$ cat config.mk
export PLATFORM = sky130hd
export DESIGN_NAME = hdlc_crc16_serial
export DESIGN_NICKNAME = d
export VERILOG_FILES = /design/src/rtl/hdlc_chk_pkg.sv /design/src/rtl/hdlc_crc16_serial.sv
export SDC_FILE = /design/constraint.sdc
export NUM_CORES = 1
export LEC_CHECK = 0
export ABC_AREA = 1
export CAP_MARGIN = 40
export CORE_AREA = 2 2 44 46
export CTS_CLUSTER_DIAMETER = 80
export DETAILED_ROUTE_END_ITERATION = 16
export DIE_AREA = 0 0 46 48
export PLACE_DENSITY = 0.71
export SLEW_MARGIN = 20
export SYNTH_ARGS = -nofsm -noshare
export SYNTH_HDL_FRONTEND = slang
export SYNTH_SLANG_ARGS = --single-unit
$ cat constraint.sdc
create_clock -name clk_i -period 1 [get_ports clk_i]
set_input_delay 0.25 -clock clk_i [delete_from_list [all_inputs] [get_ports clk_i]]
set_output_delay 0.25 -clock clk_i [all_outputs]
set_load 0.01 [all_outputs]
$ cat src/rtl/hdlc_chk_pkg.sv
// Shared types and constants for the HDLC receive-stream checker.
package hdlc_chk_pkg;

  typedef enum logic [1:0] {
    ST_HUNT  = 2'd0,
    ST_IDLE  = 2'd1,
    ST_FRAME = 2'd2
  } state_e;

  typedef enum logic [2:0] {
    ERR_NONE  = 3'd0,
    ERR_ABORT = 3'd1,
    ERR_SHORT = 3'd2,
    ERR_LONG  = 3'd3,
    ERR_ALIGN = 3'd4,
    ERR_FCS   = 3'd5
  } err_code_e;

  localparam logic [7:0]  FLAG_PAT = 8'h7E;
  localparam logic [15:0] CRC_POLY = 16'h1021;
  localparam logic [15:0] CRC_INIT = 16'hFFFF;
  localparam logic [15:0] CRC_GOOD = 16'hF0B8;

  // Bit-reverse a 16-bit word (used to derive the LSB-first polynomial).
  function automatic logic [15:0] reflect16(input logic [15:0] v);
    logic [15:0] r;
    for (int i = 0; i < 16; i++) r[i] = v[15-i];
    return r;
  endfunction

endpackage

$ cat src/rtl/hdlc_crc16_serial.sv
// Serial reflected CRC-16-CCITT, one bit per enabled cycle, with synchronous preset.
module hdlc_crc16_serial
  import hdlc_chk_pkg::*;
(
  input  logic        clk_i,
  input  logic        rst_ni,
  input  logic        preset_i,
  input  logic        en_i,
  input  logic        bit_i,
  output logic [15:0] crc_o
);

  logic [15:0] crc_q, crc_d;
  logic        fb;

  assign fb = crc_q[0] ^ bit_i;

  always_comb begin
    crc_d = crc_q;
    if (preset_i) begin
      crc_d = CRC_INIT;
    end else if (en_i) begin
      crc_d = {1'b0, crc_q[15:1]} ^ (fb ? reflect16(CRC_POLY) : 16'h0000);
    end
  end

  always_ff @(posedge clk_i or negedge rst_ni) begin
    if (!rst_ni) crc_q <= '0;
    else         crc_q <= crc_d;
  end

  assign crc_o = crc_q;

endmodule

==> summary.txt, run 1 <==
Timing
  – Crit share post-route: 106%
  – Hold Fails Final Rpt: 0
  – Slew headroom: 75.6%
  – Worst slew pin tran: 0.365 ns
  – Max Slew Vio Count: 0
  – Final setup viols: 16
  – Skew final: 0.00621 ns
  – Worst setup margin: -0.0626 ns
  – RSZ-0062 raised after global routing: yes
  – Fmax: 941 MHz
  – Final Critical Period: 1.06 ns

Placement
  – Buffers added on ports: 20
  – Post-place setup slack: -0.628 ns
  – Routability Congestion: 0.808
  – Placed wire-length estimate: 1.17 mm

Worst setup path
  – Worst r2r src: crc_o[0]
  – Crit Path Category: register to output pin
  – Crit start category: register
  – Critical Path Fanout Max: 2
  – Reg2Reg Capture Point: crc_o[10]
  – Cells along the critical path: buf_2
  – Critical Path End Type: output pin
  – Critical path's largest stage delay: 0.39 ns
  – CP top delay family: flip-flops
  – CP Launch Point: crc_o[0]
  – FF-to-FF path depth: 6
  – Critical Path RT: 0.75 ns
  – Buf/Inv on CP: 1
  – CP max-delay cell: dfrtp_1
  – WP data arrival: 0.81 ns
  – FF-to-FF setup slack: 0.03 ns
  – Critical Path End: crc_o[0]
  – WP depth: 1

Drt
  – Drt pass-1 iters: 3
  – DRC viols: 0
  – Via density: 4.94
  – Post-Route WL: 1.51 mm
  – Antenna viol nets, final: 0
  – Via Count: 603
  – Drt initial violations: 3
  – Routed wire length per instance: 12.4 µm

Job
  – Max-cap violations: 0

Cells and area
  – P&R area growth vs syn: 44.6%
  – Post-layout util: 61.0%
  – Register area: 400 µm²
  – Filler cell count: 145
  – Fraction of layout cells with a size suffix above 1: 54.3%
  – Fin nets: 112
  – Max reg flops: 16
  – Ant. Diodes: 0
  – Area of the multi-input gates: 274 µm²

Global route
  – Initial antenna violation count: 0
  – Total track usage: 16.0%
  – Largest net degree at the start of global routing: 17
  – Overflow after GRT: 0
  – Global-route wire length before repair: 2.37 mm
  – Via count of the first global-routing pass: 601

Status
  – Failing checks: setup timing
  – Status: finished with violations

Yosys
  – Synthesized area: 713 µm²
  – Sequential-to-total area share from yosys stat: 56.1%
  – Register bit total from synthesis: 16
  – Synth unique cells: 12
  – Yosys warns: 0
  – Synthesized area per cell: 10.5 µm²
  – Post-Syn Nets: 73
  – Cells after Synth: 68

Die
  – Die Wd: 46 µm
  – FP Rows: 15
  – I/O pins: 21
  – Die Y: 48 µm
  – Initial Util: 42.2%
  – Core area: 0.00169 mm²
  – Die area: 0.00221 mm²

Clocking
  – Sink Count: 16
  – Reg clk slew, reported paths: 0.09 ns
  – CTS tree: yes
  – Clock tree buffer depth: 2
  – Clock root cell: clkbuf_4
  – H-Tree Depth: 1
  – Clock Latency Late Sink: 0.28 ns
  – Num CTS Buffers: 3

Pwr
  – Sw Share: 25.1%
  – Sw Pwr: 301 µW
  – Static Leakage: 0.000502 µW
  – Int Power: 901 µW
  – Share of power burned in the clock network: 26.9%
  – Sequential share of power: 56.3%
  – Combinational share of power: 16.8%
  – Power per cell area: 1170 mW/mm²
  – VDD IR max: 594 µV

Worst hold path
  – Hold WC Path Type: primary input to asynchronous set/reset pin
==> worst min-delay path by stage <==
| stage | from | end | slack (ns) |
|---|---|---|---|
| after CTS | rst_ni | crc_o[11] | 0.29 |
| after global placement | crc_o[12] | crc_o[11] | 0.54 |
| after global routing | rst_ni | crc_o[15] | 0.29 |
| after floorplan | rst_ni | crc_o[0] | -0.05 |
| final | rst_ni | crc_o[9] | 0.30 |
| after detailed placement | crc_o[1] | crc_o[0] | 0.54 |
==> per-stage QoR <==
stage / instance area [µm²] / total power [µW] / setup TNS [ns] / hold slack (ns) / instances
5_1_grt: 1030 / 1280 / -1.50 / 0.286 / 122
4_1_cts: 992 / 1220 / -1.07 / 0.287 / 122
3_3_place_gp: 1040 / 899 / -9.41 / 0.543 / 118
6_report: 1030 / 1200 / -0.781 / 0.295 / 122
2_1_floorplan: 713 / 774 / 0 / -0.0456 / 68
3_5_place_dp: 1040 / 904 / -10.50 / 0.545 / 118
==> metal layers <==
metal  vias to the layer above  routed length (µm)  global-route usage (%)
met2                        15                 784                    26.4
met3                         4                  75                    3.77
met5                         -                   0                       0
li1                        300                   -                       -
met1                       284                 622                    17.5
met4                         0                  30                    13.1
==> layout make-up <==
type                    instances  area share, %
repair buffers                 36           24.6
well taps                      17           2.06
multi-input cells              35           26.6
clock buffers                   3           2.18
inverters                      15           5.70
flip-flops and latches         16           38.8
==> synth_stat cells <==
cell / n / area (µm²)
nor2_2: 2 / 12.5
nand2_1: 9 / 33.8
a22oi_2: 8 / 100
a21oi_1: 5 / 25.0
nor3_1: 1 / 5.00
dfrtp_1: 16 / 400
inv_1: 13 / 48.8
a22oi_1: 3 / 22.5
inv_2: 2 / 7.51
nand3_1: 6 / 30.0
buf_6: 2 / 22.5
o21ai_0: 1 / 5.00
==> kinds of logic after synthesis <==
family                 count (synthesis)  synth area share [%]
buffers and inverters                 17                  11.1
AO/OA/AOI/OAI                         17                  21.4
AND/OR/NAND/NOR                       18                  11.4
flip-flops                            16                  56.1
==> layout by cell type (no fill, tap or decap), types with 2 or more instances in the layout <==
cell	netlist	final
a21oi_1	5	5
a22oi_2	8	8
clkbuf_4	0	3
buf_4	0	15
inv_1	13	12
nand3_2	0	5
dfrtp_1	16	16
nand2_2	0	4
a22oi_1	3	3
inv_2	2	2
nand2_1	9	5
buf_2	0	16
==> power groups by stage <==
stage / Combinational (µW) / Sequential, µW / Clock [µW]
after floorplan: 70.3 / 704 / 0
after global placement: 209 / 691 / 0
after detailed placement: 213 / 692 / 0
after CTS: 196 / 678 / 344
after global routing: 222 / 680 / 375
final: 201 / 677 / 324
==> repair_timing <==
action / in CTS / in global routing
endpoints found under the setup margin: 32 / 21
hold buffers: 0 / 0
resized for setup: 68 / 12
buffers inserted: 1 / 0
pin swaps: 1 / 0
hold endpoints to repair: 0 / 0
Power figures use the tool's default switching activity.
==> inputs of run 2 (changes only) <==
CORE_AREA = 2 2 42 44   (was 2 2 44 46)
DIE_AREA = 0 0 44 46   (was 0 0 46 48)
GPL_ROUTABILITY_DRIVEN = 0   (was default)
PLACE_DENSITY = 0.78   (was 0.71)
clock period = 1.3 ns   (was 1 ns; I/O delays follow)
==> summary.txt, run 2 (synthesized netlist as in run 1, its figures left out) <==
Status
  – Status: completed (was finished with violations)

Worst setup path
  – FF-to-FF path depth: 5 (was 6)
  – CP max-delay cell: dfrtp_1 (unchanged)
  – Worst r2r src: crc_o[0] (unchanged)
  – Buf/Inv on CP: 1 (unchanged)
  – WP data arrival: 0.96 ns (was 0.81 ns)
  – Reg2Reg Capture Point: crc_o[10] (unchanged)
  – Critical path's largest stage delay: 0.41 ns (was 0.39 ns)
  – Crit Path Category: register to output pin (unchanged)
  – Critical Path End: crc_o[3] (was crc_o[0])
  – Cells along the critical path: clkdlybuf4s15_1 (was buf_2)
  – WP depth: 1 (unchanged)
  – FF-to-FF setup slack: 0.27 ns (was 0.03 ns)
  – Crit start category: register (unchanged)
  – Critical Path End Type: output pin (unchanged)
  – CP Launch Point: crc_o[3] (was crc_o[0])
  – CP top delay family: flip-flops (unchanged)
  – Critical Path Fanout Max: 3 (was 2)
  – Critical Path RT: 0.98 ns (was 0.75 ns)

Pwr
  – Power per cell area: 922 mW/mm² (was 1170 mW/mm²)
  – Static Leakage: 0.000522 µW (was 0.000502 µW)
  – VDD IR max: 677 µV (was 594 µV)

Global route
  – Initial antenna violation count: 0 (unchanged)
  – Via count of the first global-routing pass: 556 (was 601)
  – Largest net degree at the start of global routing: 17 (unchanged)
  – Global-route wire length before repair: 2.56 mm (was 2.37 mm)
  – Overflow after GRT: 0 (unchanged)
  – Total track usage: 18.4% (was 16.0%)

Cells and area
  – Fraction of layout cells with a size suffix above 1: 30.2% (was 54.3%)
  – Max reg flops: 16 (unchanged)
  – Finished Layout Cells: 123 (was 122)
  – Ant. Diodes: 0 (unchanged)
  – Most common cell after layout, fill and taps aside: dfrtp_1
  – Commonest cells after routing, fill and taps aside: dfrtp_1, clkdlybuf4s15_1, buf_4 (was dfrtp_1, buf_2, buf_4)
  – Post-layout util: 67.7% (was 61.0%)
  – Fin nets: 112 (unchanged)
  – P&R area growth vs syn: 53.2% (was 44.6%)
  – Filler cell count: 133 (was 145)

Clocking
  – Clock tree buffer depth: 2 (unchanged)
  – CTS tree: yes (unchanged)
  – Num CTS Buffers: 3 (unchanged)
  – CTS Hold Buffers Added: 0 (unchanged)
  – Clock Latency Late Sink: 0.28 ns (about the same)
  – Reg clk slew, reported paths: 0.09 ns (about the same)
  – Sink Count: 16 (unchanged)
  – H-Tree Depth: 1 (unchanged)
  – Clock root cell: clkbuf_4 (unchanged)

Timing
  – Worst setup margin: 0.0173 ns (was -0.0626 ns)
  – RSZ-0062 raised after global routing: no (was yes)
  – Max Slew Vio Count: 0 (unchanged)
  – Crit share post-route: 98.7%
  – Final Critical Period: 1.28 ns
  – Slew headroom: 86.6% (was 75.6%)
  – Fmax: 780 MHz
  – Worst slew pin tran: 0.201 ns (was 0.365 ns)
  – Hold Fails Final Rpt: 0 (unchanged)
  – Skew final: 0.00100 ns (was 0.00621 ns)
  – Final setup viols: 0 (was 16)

Drt
  – Via density: 5.02 (was 4.94)
  – Antenna viol nets, final: 0 (unchanged)
  – Post-Route WL: 1.66 mm (was 1.51 mm)
  – Via Count: 617 (was 603)
  – DRC viols: 0 (unchanged)
  – Drt initial violations: 10 (was 3)
  – Drt pass-1 iters: 4 (was 3)
  – Routed wire length per instance: 13.5 µm (was 12.4 µm)

Placement
  – Placed wire-length estimate: 1.15 mm (was 1.17 mm)
  – Placed cell count: 111 (was 118)
  – Post-place setup slack: -0.125 ns (was -0.628 ns)
  – Buffers added on ports: 20 (unchanged)

Die
  – Die area: 0.00202 mm² (was 0.00221 mm²)
  – I/O pins: 21 (unchanged)
  – Die Y: 46 µm (was 48 µm)
  – Core area: 0.00161 mm² (was 0.00169 mm²)
  – Initial Util: 44.2% (was 42.2%)
  – Die Wd: 44 µm (was 46 µm)
  – FP Rows: 15 (unchanged)

Worst hold path
  – Hold WC Path Type: primary input to asynchronous set/reset pin (unchanged)

Job
  – Max-cap violations: 0 (unchanged)
run 2: changes by cell type in the layout (fill, tap and decap cells not counted), sizes merged:
cell	previous run	this run
clkbuf	3	4
clkdlybuf4s15	1	15
buf	32	16
clkdlybuf4s50	1	4
dlymetal6s2s	1	0
run 2: layout make-up:
class / instances / area, µm² / share of cell area (%)
well taps: 17 / 21.3 / 1.95
multi-input cells: 35 / 234 / 21.4
clock buffers: 4 / 36.3 / 3.32
repair buffers: 36 / 344 / 31.5
flip-flops and latches: 16 / 400 / 36.7
inverters: 15 / 56.3 / 5.15
run 2: how the worst min path moves through the flow:
stage,startpoint,to,slack (ns),cells after the start
after detailed placement,crc_o[2],crc_o[2],0.50,2
after CTS,rst_ni,crc_o[11],0.35,2
after floorplan,rst_ni,crc_o[0],0.03,0
after global placement,crc_o[3],crc_o[2],0.49,2
final,rst_ni,crc_o[15],0.35,2
after global routing,rst_ni,crc_o[15],0.37,2
run 2: per-stage QoR:
| step | hold WS (ns) | power, µW | TNS [ns] | cell area, µm² |
|---|---|---|---|---|
| floorplan | 0.0294 | 596 | 0 | 713 |
| global placement | 0.490 | 684 | -1.12 | 997 |
| finish | 0.353 | 1010 | 0 | 1090 |
| global route | 0.366 | 1050 | 0 | 1090 |
| CTS | 0.350 | 1020 | 0 | 1050 |
| detailed placement | 0.502 | 688 | -1.49 | 997 |
run 2: where the power goes:
part           switching, µW  total [µW]  internal (µW)
Sequential              9.51         523            514
Clock                    155         325            170
Combinational           79.8         158           78.4
Total                    244        1010            762
run 2: per-layer routing:
metal  share of wire (%)  track usage (%)  routed length, µm  vias to the layer above
li1                    -                -                  -                      302
met3                 4.8             2.78                 80                        2
met1                  43             23.4                705                      296
met2                  52             29.4                854                       17
met4                0.91             10.9                 15                        0
met5                   0                0                  0                        -
run 2: what timing repair did:
item	4_1_cts	5_1_grt
setup endpoints to repair	16	12
gates cloned	0	0
buffers inserted	4	4
gates resized for setup	19	12
hold endpoints to repair	0	0
==> inputs of run 3 (changes only) <==
CTS_CLUSTER_DIAMETER = 60   (was 80)
==> results of run 3 <==
Final layout, timing and power as in run 2 (identical DEF).
==> edit 1 (settings of run 1) <==
Register the output `crc_o` once more; this adds one clock of latency there.
--- a/src/rtl/hdlc_crc16_serial.sv
+++ b/src/rtl/hdlc_crc16_serial.sv
@@ -29,7 +29,9 @@
     else         crc_q <= crc_d;
   end
 
-  assign crc_o = crc_q;
+  always_ff @(posedge clk_i) begin
+    crc_o <= crc_q;
+  end
 
 endmodule
 
Behaviour: not the same (Yosys sat finds a counterexample within 4 cycles, from zero or initial values and one cycle with rst_ni low).
==> edit 1 against run 1 <==
The run still ends with setup timing left; sequential power grew 98%; power grew 88%; routed wire length grew 20%; cell area grew 29%; critical endpoint is now crc_o[3]; count of clock-buffer cells in the layout grew 5; clock skew shrank 1.1 ps; critical path depth is the same; synthesized area grew 42%; setup slack gained 47 ps; sequential cell count grew 16; die area is the same; worst hold slack lost 39 ps; largest power group unchanged.
==> edit 1: results (changes against run 1) <==
** Drt
- The via count was 693 (+15%).
- Total Wirelength :: 1820 um (+20%)
- Detailed-router iteration count before antenna repair :: 4 (+1)
- Initial drt markers :: 6 (+3)

** Power
- The total leakage power was 0.615 nW (+22%).
- The switching power was 512 uW (+70%).
- Highest ir drop seen on vdd :: 0.00139 V (+130%)
- The sequential power share was 59.2% (+2.9 points).
- The combinational-cell power consumption came to 186 uW (-7%).
- Sequential-cell power consumption :: 1.34 mW (+98%)

** GRT
- The wire length of the first global-routing pass is 2750 um (+16%).
- The number of global-route vias before repair was 632 (+5.2%).
- The overall global routing resource usage came to 19.1% (+3.1 points).
- Initial antenna violation count :: 0 (unchanged)

** Worst setup path
- In this run the worst setup path begins at crc_o[3].
- Maximum cell stage delay along the critical path :: 320 ps (-70 ps)
- The arrival time of data at the critical path endpoint is 770 ps (-40 ps).
- The worst register-to-register path ends at crc_q[10].
- Worst-path fanout max :: 1 (-1)
- Slowest stage cell on the critical path :: dfxtp_1
- Critical register-to-register path startpoint :: crc_q[0]
- The most critical setup path has its endpoint at crc_o[3].
- Register-to-register path setup slack :: 70 ps (+40 ps)
- Worst Reg2Reg Path Length in Cells :: 5 (-1)

** CTS
- The maximum level of the CTS H-tree is 2 (+1).
- The clock latency reported for the late side of the worst-skew pair is 320 ps (+40 ps).
- The total CTS buffers is 5 (+2).

** Logic synthesis
- Total number of yosys warnings :: 0 (unchanged)
- By count the netlist is led by dfrtp_1 (16), dfxtp_1 (16), inv_1 (14).
- The number of instances in the synthesized netlist is 84 (+24%).
- The number of nets in the synthesized netlist is 89 (+22%).
- Top_reg_cell synth :: dfxtp_1
- The sequential fraction of the synthesis area is 71.2% (+15 points).
- The count of different cell masters after synthesis came to 13 (+1).
- Yosys attributes the largest share of cell area to dfrtp_1 (40%), dfxtp_1 (32%), a22oi_1 (7.4%).
- The post-synthesis async set-or-reset flop share came to 50.0% (-50 points).

** Place
- The number of I/O port buffers was 20 (unchanged).
- The setup slack after placement is -397 ps (+231 ps).
- The half-perimeter wire length of the detailed placement result came to 1140 um (-3.0%).
- The final weighted congestion in routability-driven placement is 0.765 (-5.3%).
- The cell area after placement was 1240 um^2 (+19%).

** Final layout
- The fraction of layout cells with a size suffix above 1 was 37.9% (-16 points).
- Core occupancy in the finished layout :: 78.9% (+18 points)
- The number of fillers in the final layout is 113 (-22%).
- The final non-filler cell total came to 133 (+9.0%).
- ANT cells :: 0 (unchanged)
- Number of nets in the final layout :: 120 (+7.1%)

** Timing
- Hold slack :: 256 ps (-39.4 ps)
- The clock tree skew after final layout came to 5.07 ps (-1.14 ps).
- Total Neg Setup Slack :: -62.0 ps (+719 ps)
- The setup slack of the critical path after layout is -15.8 ps (+46.8 ps).
- The actual slew at the worst max-slew pin is 227 ps (-139 ps).
- The number of setup violations in the final report was 12 (-4).

** Hold path
- In this run the worst hold path is classified as in2async.

** Status
- Violations in the final reports :: setup timing
- The flow ran to the end, but the final reports show violations.
## edit 1: timing repair
action	4_1_cts	5_1_grt
pin swaps	1	0
resized for setup	68	14
setup endpoints to repair	29	27
buffers inserted	4	0
endpoints found under the hold margin	0	0
## edit 1: area by class of cell
type	instances	share of cell area [%]
sequential	32	54.4
tap	17	1.60
timing repair buffer	26	15.9
clock buffer	8	4.41
multi-input combinational	35	19.5
inverter	15	4.23
## edit 1: layer usage
| layer | track usage (%) | vias to the layer above | wire, um | part of all wire (%) |
|---|---|---|---|---|
| met1 | 23.1 | 327 | 794 | 44 |
| met4 | 12.0 | 0 | 27 | 1.5 |
| met5 | 0 | - | 0 | 0 |
| met2 | 27.5 | 20 | 909 | 50 |
| li1 | - | 341 | - | - |
| met3 | 9.06 | 5 | 86 | 4.7 |
## edit 1: logic make-up after synthesis
logic type             synth area share (%)
buffers and inverters                  7.79
AND/OR/NAND/NOR                        10.1
AO/OA/AOI/OAI                          10.9
flip-flops                             71.2
==> edit 2 (settings of run 1) <==
Made on the original files. Reset style: synchronous (`rst_ni`), changed in one clocked block.
--- a/src/rtl/hdlc_crc16_serial.sv
+++ b/src/rtl/hdlc_crc16_serial.sv
@@ -24,7 +24,7 @@
     end
   end
 
-  always_ff @(posedge clk_i or negedge rst_ni) begin
+  always_ff @(posedge clk_i) begin
     if (!rst_ni) crc_q <= '0;
     else         crc_q <= crc_d;
   end
Function: differs if rst_ni is asserted again (counterexample within 4 cycles, from zero or initial values and one cycle with rst_ni low); with rst_ni held inactive, the same outputs for 10 cycles.
==> edit 2 against run 1 <==
Register-to-register slack gained 40 ps; cell area up 4.4%; synthesized area is 8.1% lower; critical endpoint is now crc_o[11]; core utilization is 2.7 points higher; setup slack improved by 84 ps; critical path depth unchanged; sequential cell count is the same; routed wire length rose by 9.3%.
Power is not compared: it rests on default switching activity, and its combinational part moved more than twofold at a synthesized area within 25%.
==> edit 2: results (changes against run 1) <==
** Worst setup path
- The largest fanout on the critical path is 2 (unchanged).
- The peak per-stage delay on the critical path is 340 ps (-50 ps).
- The arrival time of data at the critical path endpoint was 730 ps (-80 ps).
- For this design, the slowest cell found on the critical path is dfxtp_2.
- The depth of the most critical reg-to-reg path was 7 (+1).

** Place
- Placed wire-length estimate after detailed placement :: 1210 um (+3.2%)
- Global placer's final weighted congestion :: 0.828 (+2.4%)
- The number of I/O port buffers is 20 (unchanged).
- DP Area :: 978 um^2 (-5.7%)

** Drt
- The via count was 679 (+13%).
- Initial drt markers :: 6 (+3)
- The number of iterations in the first detailed-routing pass came to 4 (+1).
- The routed wirelength normalized by instance count is 12.1 um (-2.0%).

** CTS
- The total CTS buffers was 3 (unchanged).
- Number of gates resized after CTS :: 81 (+19%)
- The tree is rooted in a clkbuf_4.
- The total setup buffers inserted after CTS was 1 (unchanged).
- Htree depth :: 1 (unchanged)
- Clock input transition at the sequential cells of the worst setup and hold paths :: 90 ps (about the same)
- The clock latency reported for the late side of the worst-skew pair is 280 ps (about the same).

** Logic synthesis
- The count of different cell masters after synthesis is 13 (+1).
- Post-synthesis mux area share :: 0% (unchanged)
- The adder and majority gate portion of the synthesized area was 0% (unchanged).
- Compound-cell area share of the yosys netlist :: 20.6% (-0.79 points)
- Counting instances in the post-synthesis netlist gives the leading cell types as dfxtp_1 (16), inv_1 (13), a21oi_1 (10).
- The total of warnings raised by yosys was 0 (unchanged).
- Sequential area share after synthesis :: 48.9% (-7.3 points)
- The post-synthesis async set-or-reset flop share was 0% (-100 points).
- Largest cells by area after synthesis :: dfxtp_1 (49%), a21oi_1 (7.6%), inv_1 (7.4%)
- Total nets after synthesis :: 83 (+14%)

** Power
- Summed over all cells, the static leakage comes to 0.530 nW.

** Final layout
- The number of nets at the end of the flow is 126 (+13%).
- ANT cells :: 0 (unchanged)
- Filler cell count :: 156 (+7.6%)
- Layout cells sized above 1 :: 52.1% (-2.2 points)

** Timing
- The clock tree skew after final layout came to 1.59 ps (-4.62 ps).
- Max-slew headroom :: 80.8% (+5.2 points)

** GRT
- Global-route wire length before repair :: 2500 um (+5.2%)
- The overall global routing resource usage is 16.2% (+0.18 points).
- Via count of the first global-routing pass :: 607 (+1.0%)
- The maximum number of pins on one net before global-route repair is 11 (-6).

** Status
- Result of the run :: complete, no violations

** Hold path
- Min-Delay Path Class :: in2reg

** Flow run
- Number of max-cap violations :: 0 (unchanged)
## edit 2: changes by cell type after synthesis, sizes merged
cell | before | now
inv | 15 | 16
a211oi | 0 | 6
dfrtp | 16 | 0
o21ai | 1 | 8
a21oi | 5 | 10
nand2 | 9 | 7
buf | 2 | 1
a22oi | 11 | 0
dfxtp | 0 | 16
nor3 | 1 | 6
## edit 2: final timing paths
kind / from / to / slack [ps]
max: crc_o[11] / crc_o[11] / 20
min: bit_i / crc_o[15] / 400
max reg2reg: crc_o[0] / crc_o[3] / 70
min reg2reg: crc_o[6] / crc_o[5] / 490
## edit 2: per-stage QoR
step / setup WS (ps) / cells / TNS, ps
finish: 21.4 / 136 / 0
global route: -9.86 / 136 / -33.2
CTS: 0.961 / 133 / 0
detailed placement: -477 / 129 / -8110
global placement: -450 / 129 / -7670
floorplan: 102 / 78 / 0
## edit 2: layout make-up
class | instances | area (um^2) | area share (%)
timing repair buffer | 39 | 363 | 33.7
sequential | 16 | 340 | 31.6
multi-input combinational | 45 | 267 | 24.8
inverter | 16 | 62.6 | 5.81
clock buffer | 3 | 22.5 | 2.09
tap | 17 | 21.3 | 1.98
## edit 2: layer usage
layer	vias up	share of wire [%]	GRT usage, %
met2	18	53	27.2
li1	347	-	-
met5	-	0	0
met4	0	0.73	9.14
met3	2	4.5	4.53
met1	312	42	18.4
## edit 2: logic make-up after synthesis
kind of cell           after synthesis
AO/OA/AOI/OAI                       24
AND/OR/NAND/NOR                     21
buffers and inverters               17
flip-flops                          16
## edit 2: power by group
part           total (mW)  switching (mW)  internal (mW)
Sequential          0.740          0.0367          0.703
Clock               0.324           0.184          0.140
Combinational       0.403           0.179          0.224
Total                1.47           0.400           1.07
